[src/rtl/tie_pkg.sv]
// ---------------------------------------------------------------------------
// tie_pkg
//   Shared definitions for the don't-care tie resolution stage. The policy
//   encoding is also used by the mapper test harness and the tie-cell lowering
//   pass, so its values are fixed: 0=GND, 1=VCC, 2=HOLD, 3=reserved (acts as GND).
//   Also holds the skid-buffer state encoding used by tie_resolve_skid.
// ---------------------------------------------------------------------------
package tie_pkg;

    // Tie policy applied to every don't-care bit of an accepted word.
    typedef enum logic [1:0] {
        TIE_GND  = 2'd0,
        TIE_VCC  = 2'd1,
        TIE_HOLD = 2'd2,
        TIE_RSVD = 2'd3   // reserved encoding, resolved exactly like TIE_GND
    } dc_policy_e;

    // Occupancy of the two-entry skid buffer.
    typedef enum logic [1:0] {
        ST_EMPTY = 2'd0,  // main entry invalid
        ST_ONE   = 2'd1,  // main entry valid, skid entry invalid
        ST_FULL  = 2'd2   // main and skid entries valid
    } skid_state_e;

endpackage : tie_pkg

[src/rtl/tie_resolve.sv]
// ---------------------------------------------------------------------------
// tie_resolve
//   Combinational resolver: replaces every don't-care bit of a word with the
//   tie value selected by the policy and counts how many bits were resolved.
// Ports
//   i_data    in  WIDTH  raw data, don't-care positions carry arbitrary values
//   i_known   in  WIDTH  1 = bit defined, 0 = bit is don't-care
//   i_hold    in  WIDTH  last resolved word (source for TIE_HOLD)
//   i_policy  in  enum   tie policy for this word
//   o_word    out WIDTH  resolved word, fully defined
//   o_dc_cnt  out CW     number of don't-care bits in this word
// ---------------------------------------------------------------------------
module tie_resolve
    import tie_pkg::*;
#(
    parameter  int WIDTH = 8,
    localparam int CW    = $clog2(WIDTH + 1)
) (
    input  logic [WIDTH-1:0] i_data,
    input  logic [WIDTH-1:0] i_known,
    input  logic [WIDTH-1:0] i_hold,
    input  dc_policy_e       i_policy,
    output logic [WIDTH-1:0] o_word,
    output logic [CW-1:0]    o_dc_cnt
);

    logic [WIDTH-1:0] w_fill;

    // Fill pattern used for don't-care positions; reserved policy falls to GND.
    always_comb begin
        // NOTE: every always_comb output gets a default first, so no path can leave it unassigned and infer a latch.
        w_fill = '0;
        case (i_policy)
            TIE_VCC:  w_fill = '1;
            TIE_HOLD: w_fill = i_hold;
            default:  w_fill = '0;
        endcase
    end

    // Known bits pass through; don't-care bits take the fill pattern. The
    // raw value of a don't-care bit is masked off, so x on i_data cannot leak.
    assign o_word = (i_data & i_known) | (w_fill & ~i_known);

    always_comb begin
        o_dc_cnt = '0;
        for (int i = 0; i < WIDTH; i++) begin
            o_dc_cnt = o_dc_cnt + CW'(!i_known[i]);
        end
    end

endmodule : tie_resolve

[src/rtl/tie_resolve_skid.sv]
// ---------------------------------------------------------------------------
// tie_resolve_skid
//   Registered stream stage in front of the AND/tie-cell stage. Resolves
//   don't-care bits at accept time, buffers up to two words in a main/skid
//   pair so in_ready is purely registered, and keeps a saturating count of
//   resolved don't-care bits.
// Ports
//   clk        in   1        rising-edge clock
//   rst        in   1        synchronous active-high reset
//   policy     in   2        dc_policy_e value, sampled on accept
//   in_valid   in   1        upstream word valid
//   in_ready   out  1        stage can accept a word this cycle (registered)
//   in_data    in   WIDTH    raw data
//   in_known   in   WIDTH    1 = defined bit, 0 = don't-care
//   out_valid  out  1        resolved word valid
//   out_ready  in   1        downstream accepts
//   out_data   out  WIDTH    resolved data
//   cnt_clr    in   1        clear dc_count (applied before this cycle's add)
//   dc_count   out  COUNT_W  saturating don't-care bit count
// ---------------------------------------------------------------------------
module tie_resolve_skid
    import tie_pkg::*;
#(
    parameter int WIDTH   = 8,
    parameter int COUNT_W = 16
) (
    input  logic               clk,
    input  logic               rst,
    input  logic [1:0]         policy,
    input  logic               in_valid,
    output logic               in_ready,
    input  logic [WIDTH-1:0]   in_data,
    input  logic [WIDTH-1:0]   in_known,
    output logic               out_valid,
    input  logic               out_ready,
    output logic [WIDTH-1:0]   out_data,
    input  logic               cnt_clr,
    output logic [COUNT_W-1:0] dc_count
);

    localparam int                 CW      = $clog2(WIDTH + 1);
    // One spare bit over the wider addend so the sum can never wrap before saturation.
    localparam int                 SUM_W   = ((COUNT_W > CW) ? COUNT_W : CW) + 1;
    localparam logic [COUNT_W-1:0] CNT_MAX = '1;

    skid_state_e        r_state;
    logic               r_in_ready;
    logic               r_out_valid;
    logic [WIDTH-1:0]   r_main_data;
    logic [WIDTH-1:0]   r_skid_data;
    logic [WIDTH-1:0]   r_hold;
    logic [COUNT_W-1:0] r_count;

    logic               w_acc;
    logic               w_emit;
    logic [WIDTH-1:0]   w_res;
    logic [CW-1:0]      w_pop;
    logic [SUM_W-1:0]   w_sum;
    logic [COUNT_W-1:0] w_count_next;

    assign w_acc  = in_valid && r_in_ready;
    assign w_emit = r_out_valid && out_ready;

    tie_resolve #(
        .WIDTH (WIDTH)
    ) u_resolve (
        .i_data   (in_data),
        .i_known  (in_known),
        .i_hold   (r_hold),
        .i_policy (dc_policy_e'(policy)),
        .o_word   (w_res),
        .o_dc_cnt (w_pop)
    );

    // ------------------------------------------------------------------
    // Skid FSM. in_ready and out_valid are registered outputs derived from
    // the next state, so out_ready never reaches in_ready combinationally.
    // ------------------------------------------------------------------
    // NOTE: sequential state uses non-blocking assignments only, so every register samples pre-edge values regardless of block order.
    always_ff @(posedge clk) begin
        if (rst) begin
            r_state     <= ST_EMPTY;
            r_in_ready  <= 1'b1;
            r_out_valid <= 1'b0;
            // NOTE: the buffer entries are reset as well so out_data is a defined 0 after reset instead of stale contents.
            r_main_data <= '0;
            r_skid_data <= '0;
        end else begin
            case (r_state)
                ST_EMPTY: begin
                    if (w_acc) begin
                        r_main_data <= w_res;
                        r_out_valid <= 1'b1;
                        r_state     <= ST_ONE;
                    end
                end
                ST_ONE: begin
                    if (w_acc && !w_emit) begin
                        // Main is stalled: park the new word and stop accepting.
                        r_skid_data <= w_res;
                        r_in_ready  <= 1'b0;
                        r_state     <= ST_FULL;
                    end else if (w_emit && !w_acc) begin
                        r_out_valid <= 1'b0;
                        r_state     <= ST_EMPTY;
                    end else if (w_emit && w_acc) begin
                        // Pass-through: new word replaces the emitted one, no bubble.
                        r_main_data <= w_res;
                    end
                end
                ST_FULL: begin
                    // in_ready is low here, so only an emit can occur.
                    if (w_emit) begin
                        r_main_data <= r_skid_data;
                        r_in_ready  <= 1'b1;
                        r_state     <= ST_ONE;
                    end
                end
                default: begin
                    r_state     <= ST_EMPTY;
                    r_in_ready  <= 1'b1;
                    r_out_valid <= 1'b0;
                end
            endcase
        end
    end

    // Hold register tracks the last resolved word for TIE_HOLD.
    always_ff @(posedge clk) begin
        if (rst) begin
            r_hold <= '0;
        end else if (w_acc) begin
            r_hold <= w_res;
        end
    end

    // ------------------------------------------------------------------
    // Statistics counter: clear is applied before this cycle's addition,
    // then the result saturates at all-ones.
    // ------------------------------------------------------------------
    always_comb begin
        w_sum = (cnt_clr ? '0 : SUM_W'(r_count)) + (w_acc ? SUM_W'(w_pop) : '0);
        if (w_sum > SUM_W'(CNT_MAX)) begin
            w_count_next = CNT_MAX;
        end else begin
            w_count_next = w_sum[COUNT_W-1:0];
        end
    end

    always_ff @(posedge clk) begin
        if (rst) begin
            r_count <= '0;
        end else begin
            r_count <= w_count_next;
        end
    end

    assign in_ready  = r_in_ready;
    assign out_valid = r_out_valid;
    assign out_data  = r_main_data;
    assign dc_count  = r_count;

endmodule : tie_resolve_skid

[config.mk]
export PLATFORM = sky130hd
export DESIGN_NAME = tie_resolve_skid
export DESIGN_NICKNAME = d
export VERILOG_FILES = /design/src/rtl/tie_pkg.sv /design/src/rtl/tie_resolve.sv /design/src/rtl/tie_resolve_skid.sv
export SDC_FILE = /design/constraint.sdc
export NUM_CORES = 1
export LEC_CHECK = 0
export ABC_AREA = 1
export CAP_MARGIN = 20
export CORE_MARGIN = 3
export CORE_UTILIZATION = 45
export DETAILED_ROUTE_END_ITERATION = 8
export PLACE_DENSITY = 0.7
export SYNTH_ARGS = -nofsm -noshare
export SYNTH_HDL_FRONTEND = slang
export SYNTH_SLANG_ARGS = --single-unit
[constraint.sdc]
create_clock -name clk -period 5.5 [get_ports clk]
set_clock_uncertainty 0.15 [all_clocks]
set_input_delay 1.1 -clock clk [delete_from_list [all_inputs] [get_ports clk]]
set_output_delay 1.1 -clock clk [all_outputs]
set_load 0.01 [all_outputs]
Word level (Yosys, flattened, before mapping)
Index checks and enable logic that the tools add are counted.
Widths: inputs -> output; s select.
- eq/ne operators: 12
- reduce and logical (&&, ||, !) cells: 22
- add/subtract/negate cells: 8
- multiplexer cells: 22
- bitwise gates (word level): 6
- $lt $le $gt $ge: 1
- operators by type and width (cell ; number):
    $mux 8 ; 5
    $mux 16 ; 2
    $add 4x1->4 ; 6
    $pmux 8 s3 ; 1
    $add 16x4->17 ; 1
    $gt 17x16->1 const B ; 1
    $and 8x8->8 ; 2
    $pmux 8 s2 ; 1
    $ne 2x2->1 const B ; 7
    $logic_not 1->1 ; 10
    $mux 2 ; 4
    $not 8->8 ; 1
    $or 8x8->8 ; 1
    $pmux 1 s3 ; 2
    $pmux 2 s3 ; 1
    $reduce_and 3->1 ; 2
    $reduce_and 6->1 ; 1
    $logic_and 1x1->1 ; 5
    $mux 1 ; 5
    $eq 2x1->1 const B ; 2
    $eq 2x2->1 const B ; 2
    $mux 4 ; 1
    $reduce_and 4->1 ; 1
    $ne 3x3->1 const B ; 1
    other kinds (5) ; 6
- bits of input ports: 23
- word-level logic and storage cells: 78
- register bits after elaboration: 44
- output and inout port bits: 26

Longest topological paths before layout
Gate-level depths: netlist (run 1).
- word-level depth: 12
- depth in mapped cells: 19
- gate-level depth less buffers: 19

Hierarchy
Synthesis (run 1) repeated with hierarchy kept, for this count alone.
- cell total of the unflattened synthesis: 425
- area total of the unflattened synthesis: 2765.2 µm²
- by module, submodules not included (module ; times used ; area an instance (µm²) ; cells each ; sequential area each (µm²)):
    tie_resolve_skid ; 1 ; 2349.8 ; 348 ; 880.8
    tie_resolve ; 1 ; 415.4 ; 77 ; 0.0

Least setup slack after synthesis (run 1)
Ideal clock, no wire load.
- path type: input -> register
- from: input port in_known[0]
- to: register r_count[9], in the netlist dc_count[9]
- path slack: 768 ps
- data arrival time: 4526 ps
- path buffers: 1
- stages: 18
- required time: 5294 ps
- library setup time: 56 ps
- cell sequence: inv_1 > ha_1 > fa_1 > fa_1 > fa_1 > inv_1 > fa_1 > nor2_1 > fa_1 > nand3_1 > nand3_2 > nand2_2 > nor2_2 > nand2_2 > buf_6 > nand3_1 > nand2_1 > inv_1
- cells in the longest elaborated chain, start to end: 12
- RTL lines (item ; RTL line ; RTL):
    start, declared ; tie_resolve_skid.sv:33 ; input logic [WIDTH-1:0] in_known,
    $logic_not 1->1 (*) ; tie_resolve.sv:47 ; o_dc_cnt = o_dc_cnt + CW'(!i_known[i]);
    $add 1x1->2 (*) ; tie_resolve.sv:47 ;
    $add 4x1->4 (*) (6 in series) ; tie_resolve.sv:47 ;
    $mux 4 (*) ; tie_resolve_skid.sv:142 ; w_sum = (cnt_clr ? '0 : SUM_W'(r_count)) + (w_acc ? SUM_W'(w_pop) : '0);
    $add 16x4->17 (*) ; tie_resolve_skid.sv:142 ;
    $gt 17x16->1 ; tie_resolve_skid.sv:143 ; if (w_sum > SUM_W'(CNT_MAX)) begin
    $mux 16 (*) ; tie_resolve_skid.sv:143 ;
    end signal, assigned ; tie_resolve_skid.sv:154 ; r_count <= w_count_next;
    end, declared ; tie_resolve_skid.sv:52 ; logic [COUNT_W-1:0] r_count;
Every way passes the cells marked *; elsewhere a longest branch is shown, timed or not.
A chain may end at the register's enable or synchronous reset.

Worst setup path in the final report (run 1)
- from: input port in_known[0]
- to: register r_count[11], in the netlist dc_count[11]
Same word-level chain as after synthesis.

==> results of run 1 <==
layout make-up:
type,count,area share [%]
multi-input cells,272,44.5
repair buffers,49,14.5
clock inverters,2,0.297
clock buffers,6,2.45
inverters,84,9.50
well taps,72,2.67
flip-flops and latches,44,26.1
layout by cell type, fill, tap and decap left out:
cell type,count
ha_1,12
nor2_8,1
nand2_1,79
a211oi_1,1
fa_1,5
nand2_2,4
inv_1,80
nand3_1,33
nor2_1,39
a21oi_2,1
xor2_1,1
nor3_1,2
nand2_4,1
a21oi_1,29
nand4_1,5
clkbuf_8,6
clkdlybuf4s50_1,48
o21ai_0,27
inv_2,3
buf_4,1
o21a_1,8
a21oi_4,1
nor3_2,1
xnor2_1,3
clkinv_2,2
clkinv_4,1
nor2_2,4
o211ai_1,1
o21ai_1,8
dfxtp_1,44
nand3_2,4
nand3b_1,2
kinds of logic (layout without fill, tap and decap cells):
| kind of cell | after synthesis | count (layout) | share of synthesized area, % |
|---|---|---|---|
| compound gates | 76 | 76 | 15.1 |
| fa+ha+maj | 17 | 17 | 9.02 |
| xor+xnor | 4 | 4 | 1.26 |
| simple gates | 175 | 175 | 28.7 |
| flops | 44 | 44 | 31.7 |
| buf+inv | 95 | 141 | 14.2 |
through the flow:
step	util (%)	worst slack (ps)	cell area (um2)	cells
floorplan	-	768	2780	411
global placement	57.1	147	3280	521
detailed placement	57.1	67.4	3280	521
CTS	58.7	384	3370	529
global route	58.7	106	3370	529
finish	58.7	406	3370	529
worst max-delay path, delay by kind of cell:
family | cells | cell delay (ps)
adders and majority gates | 6 | 2390
and+or+nand+nor | 8 | 1010
buffers and inverters | 4 | 680
flip-flops by register name, indices dropped and copies added (netlist names):
register and flops:
dc_count 16, in_ready 1, out_data 8, out_valid 1
r_hold 8, r_skid_data 8, r_state 2
power by group through the flow:
stage	logic [uW]	clock network (uW)	registers (uW)
finish	282	214	380
global placement	278	0	386
CTS	284	220	381
global route	320	236	385
floorplan	175	0	396
detailed placement	281	0	388
path summary, 6_finish.rpt:
kind,endpoint,slack (ps),cells past startpoint
worst min-delay path,out_valid,330,2
worst max register to register,dc_count[15],2700,13
worst max-delay path,dc_count[11],410,18
worst min register to register,out_valid,330,2
layer usage:
| layer | share of wire (%) | global-route usage [%] | vias to the layer above |
|---|---|---|---|
| met4 | 1.9 | 6.33 | 0 |
| met1 | 48 | 25.3 | 1145 |
| li1 | - | - | 1377 |
| met3 | 5.1 | 3.83 | 10 |
| met2 | 45 | 30.7 | 67 |
| met5 | 0 | 0 | - |
==> impl_results.md, run 1 <==
- Worst hold path type: reg2reg
- Initial DRT Pass Iterations: 4
- CTS clk-pin slew, worst paths: 80 ps
- Clk_lat worst skew: 300 ps
- Via count: 2,599
- IO Pins: 49
- CTS max path bufs: 2
- Seq cells post-synth: 44
- Hold buffers post-CTS: 0
- Hold Worst Slack: 329 ps
- Detailed Place HPWL: 4830 um
- Syn Inst Count: 411
- Status: finished, final reports clean
- Worst VDD drop: 0.000185 V
- # DRC: 0
- EDFF count, synth: 0
- P per Cell Area: 260 nW/um2
- Final Cycle Share: 92.6%
- Die Span X: 84.5 um
- Clock share of power: 24.4%
- Combinational fraction of design power: 32.2%
- Prevailing post-synth register cell: dfxtp_1
- Asr flop ratio synth: 0%
- Hold Vio Cnt, Final: 0
- Post-route ant nets: 0
- Total GRT Usage: 19.0%
- Max incr delay on CP: 540 ps
- Ranking of synthesized cells by area: dfxtp_1, inv_1, nand2_1
- Area share of the largest cell type after synthesis: 31.7%
- Most frequent cell after synthesis: inv_1
- R2r startpoint: in_ready
- Syn Nets: 451
- RSZ-0062 raised after global routing: false
- Critical Path Source: in_known[0]
- Vias in the first global route: 2,453
- Switch Pwr: 294 uW
- Crit path max fanout: 15
- Final Wtd Congestion: 0.871
- WS Path Type: in2reg
- Worst slew pin tran: 917 ps
- Drt wl/cell: 12.3 um
- Num Clock Sinks: 44
- Critical path's slowest cell: fa_1
- CP startpoint kind: input pin
- Sequential area share after synthesis: 31.7%
- Share of post-route cells with drive strength above 1: 6.56%
- Mapped cell area: 2780 um2
- Worst EP required: 5600 ps
- Setup TNS: 0 ps
- Pint: 582 uW
- PostCTS Resize Cnt: 0
- Postcts setup bufs: 0
- Number of diodes: 0
- Die Y: 84.5 um
- TritonCTS clock tree: built
- # fillers: 566
- Fmax achieved: 0.196 GHz
- Final setup fails: 0
- Register area: 881 um2
- Largest net degree at the start of global routing: 24
- # Max-Cap Violations: 0
- Leakage: 0.00165 uW
- Std cell rows: 27
- DRT iter0 DRCs: 119
- Remaining Overflow, GRT: 0
- Max Slew Vio Count: 0
- Setup crit end kind: flip-flop
- Crit-path most repeated cell: fa_1
- Multi-input logic area: 1500 um2
- Area Growth Syn to Fin: 21.6%
- Switching share of total power: 33.5%
- Via/cell ratio: 4.91
- Critical Path, Cell by Cell: clkdlybuf4s50_1 -> inv_1 -> ha_1 -> fa_1 -> fa_1 -> fa_1 -> inv_1 -> fa_1 -> nor2_1 -> fa_1 -> nand3_1 -> nand3_2 -> nand2_2 -> nor2_2 -> nand2_2 -> nand3_1 -> nand2_1 -> inv_1
- Power Total: 876 uW
- Htree depth: 2
- Num CTS Buffers: 5
- Syn Area/Cell: 6.75 um2
- First-pass GRT wire length: 11,300 um
- Synth unique cells: 32
- Yosys warning count: 0
- Part of the power in registers: 43.4%
- Antenna violations before repair: 0
- Nets: 496
- IO buf count: 48
- Core Area: 5740 um2
- Final min period: 5090 ps
- Critical path arrival: 5200 ps
- Slew headroom: 38.7%
- Hold_sp: out_valid
- Root buffer cell: clkbuf_8
- Starting density of the core: 48.3%
- Wirelength, routed: 6490 um
- Full die area: 7150 um2
- Synth cell count leaders: inv_1, nand2_1, dfxtp_1
- Yosys top cell by area: dfxtp_1
(Power assumes the default switching activity.)
==> run 2, diff against run 1 <==
--- a/config.mk
+++ b/config.mk
@@ -9,6 +9,7 @@
 export CAP_MARGIN = 20
 export CORE_MARGIN = 3
 export CORE_UTILIZATION = 45
+export CTS_BUF_LIST = sky130_fd_sc_hd__clkbuf_2
 export DETAILED_ROUTE_END_ITERATION = 8
 export PLACE_DENSITY = 0.7
 export SYNTH_ARGS = -nofsm -noshare
==> impl_results.md, run 2 (same netlist as run 1, synthesis figures left out) <==
- CTS clk-pin slew, worst paths: 220 ps
- Max incr delay on CP: 540 ps
- Worst hold path type: reg2reg
- Max reg flops: 16
- Drt wl/cell: 12.1 um
- Worst VDD drop: 0.000150 V
- Die Span X: 84.5 um
- Detailed Place HPWL: 4830 um
- Cells after DPL: 521
- Final Cycle Share: 90.4%
- Critical path's slowest cell: fa_1
- Most frequent cells in the layout: inv_1, nand2_1, clkdlybuf4s50_1
- Die Y: 84.5 um
- Hold Vio Cnt, Final: 0
- First-pass GRT wire length: 11,100 um
- P per Cell Area: 239 nW/um2
- Setup TNS: 0 ps
- Crit path max fanout: 15
- Combinational fraction of design power: 35.5%
- Worst EP required: 5730 ps
- Number of diodes: 0
- CP startpoint kind: input pin
- Most common cell after layout, fill and taps aside: inv_1
- Wirelength, routed: 6380 um
- R2r startpoint: in_ready
- Final cell count without fillers: 529
- Area Growth Syn to Fin: 19.6%
- Core Area: 5740 um2
- Hold_sp: out_valid
- IO buf count: 48
- Worst Reg-to-Reg Cells: 12
- R2R Path End: dc_count[15]
- Starting density of the core: 48.3%
- Final core utilization: 57.8%
- WHS Endpoint: out_valid
- Num Clock Sinks: 44
- Postcts setup bufs: 0
- Max Slew Vio Count: 0
- # Max-Cap Violations: 0
- WS Path Type: in2reg
- Post-route ant nets: 0
- Final setup fails: 0
- Num CTS Buffers: 5
- Final min period: 4970 ps
- Switching share of total power: 35.7%
- Crit-path most repeated cell: fa_1
- Nets: 496
- Critical path arrival: 5200 ps
- Via count: 2,616
- Flop2flop setup slack: 2750 ps
- CTS max path bufs: 2
- Slew headroom: 39.3%
- Remaining Overflow, GRT: 0
- Pint: 511 uW
- # fillers: 574
- PostCTS Resize Cnt: 0
- Power Total: 794 uW
- Via/cell ratio: 4.95
- Total GRT Usage: 18.6%
- Leakage: 0.00163 uW
- Root buffer cell: clkbuf_2
- TritonCTS clock tree: built
- Final Wtd Congestion: 0.871
- Full die area: 7150 um2
- DRT iter0 DRCs: 172
- # DRC: 0
- Share of post-route cells with drive strength above 1: 6.35%
- Vias in the first global route: 2,416
- Std cell rows: 27
- Clk_lat worst skew: 410 ps
- RSZ-0062 raised after global routing: false
- Antenna violations before repair: 0
- Htree depth: 2
- IO Pins: 49
- Switch Pwr: 284 uW
- Status: finished, final reports clean
- Hold buffers post-CTS: 0
- Worst slew pin tran: 908 ps
- Largest net degree at the start of global routing: 24
- Clock share of power: 16.7%
- Part of the power in registers: 47.9%
- Fmax achieved: 0.201 GHz
- Critical Path, Cell by Cell: clkdlybuf4s50_1 -> inv_1 -> ha_1 -> fa_1 -> fa_1 -> fa_1 -> inv_1 -> fa_1 -> nor2_1 -> fa_1 -> nand3_1 -> nand3_2 -> nand2_2 -> nor2_2 -> nand2_2 -> nand3_1 -> nand2_1 -> inv_1
- Initial DRT Pass Iterations: 4
- Hold Path Stages: 2
- Setup crit end kind: flip-flop
run 2: changes by cell type in the layout (fill, tap and decap cells not counted), sizes merged:
cell / change
clkinv: +1
clkbuf: -1
run 2: how the worst max path moves through the flow:
stage                     start            to  slack, ps  cells after the start
finish              in_known[0]  dc_count[11]        530                     18
floorplan           in_known[0]   dc_count[9]        770                     18
global route        in_known[0]  dc_count[10]        270                     18
CTS                 in_known[0]  dc_count[11]        530                     18
global placement    in_known[0]  dc_count[15]        150                     18
detailed placement  in_known[0]  dc_count[11]         70                     18
run 2: critical path, delay by kind of cell:
family | cells | cell delay [ps]
adders and majority gates | 6 | 2390
buffers and inverters | 4 | 680
and+or+nand+nor | 8 | 1010
run 2: metrics by stage:
stage | setup WS [ps] | hold slack (ps) | instance area [um2]
3_5_place_dp | 67.4 | 319 | 3280
4_1_cts | 526 | 343 | 3320
5_1_grt | 274 | 369 | 3320
6_report | 530 | 341 | 3320
2_1_floorplan | 768 | 345 | 2780
3_3_place_gp | 147 | 315 | 3280
run 2: power by group through the flow:
stage | clock network (uW) | registers [uW] | logic (uW)
detailed placement | 0 | 388 | 281
finish | 132 | 380 | 282
global placement | 0 | 386 | 278
global route | 156 | 386 | 320
CTS | 140 | 381 | 283
floorplan | 0 | 396 | 175
run 2: cell type report:
cell class	count	area, um2	area share (%)
Clock buffer	5	25.0	0.754
Clock inverter	3	13.8	0.415
Inverter	84	320	9.65
Multi-Input combinational cell	272	1500	45.2
Sequential cell	44	881	26.5
Tap cell	72	90.1	2.71
Timing Repair Buffer	49	488	14.7
run 2: routing by layer:
layer / vias to the layer above / track usage, % / share of wire [%]
li1: 1382 / - / -
met3: 11 / 3.83 / 5.1
met2: 67 / 30.0 / 45
met4: 0 / 5.47 / 1.8
met5: - / 0 / 0
met1: 1156 / 25.1 / 48
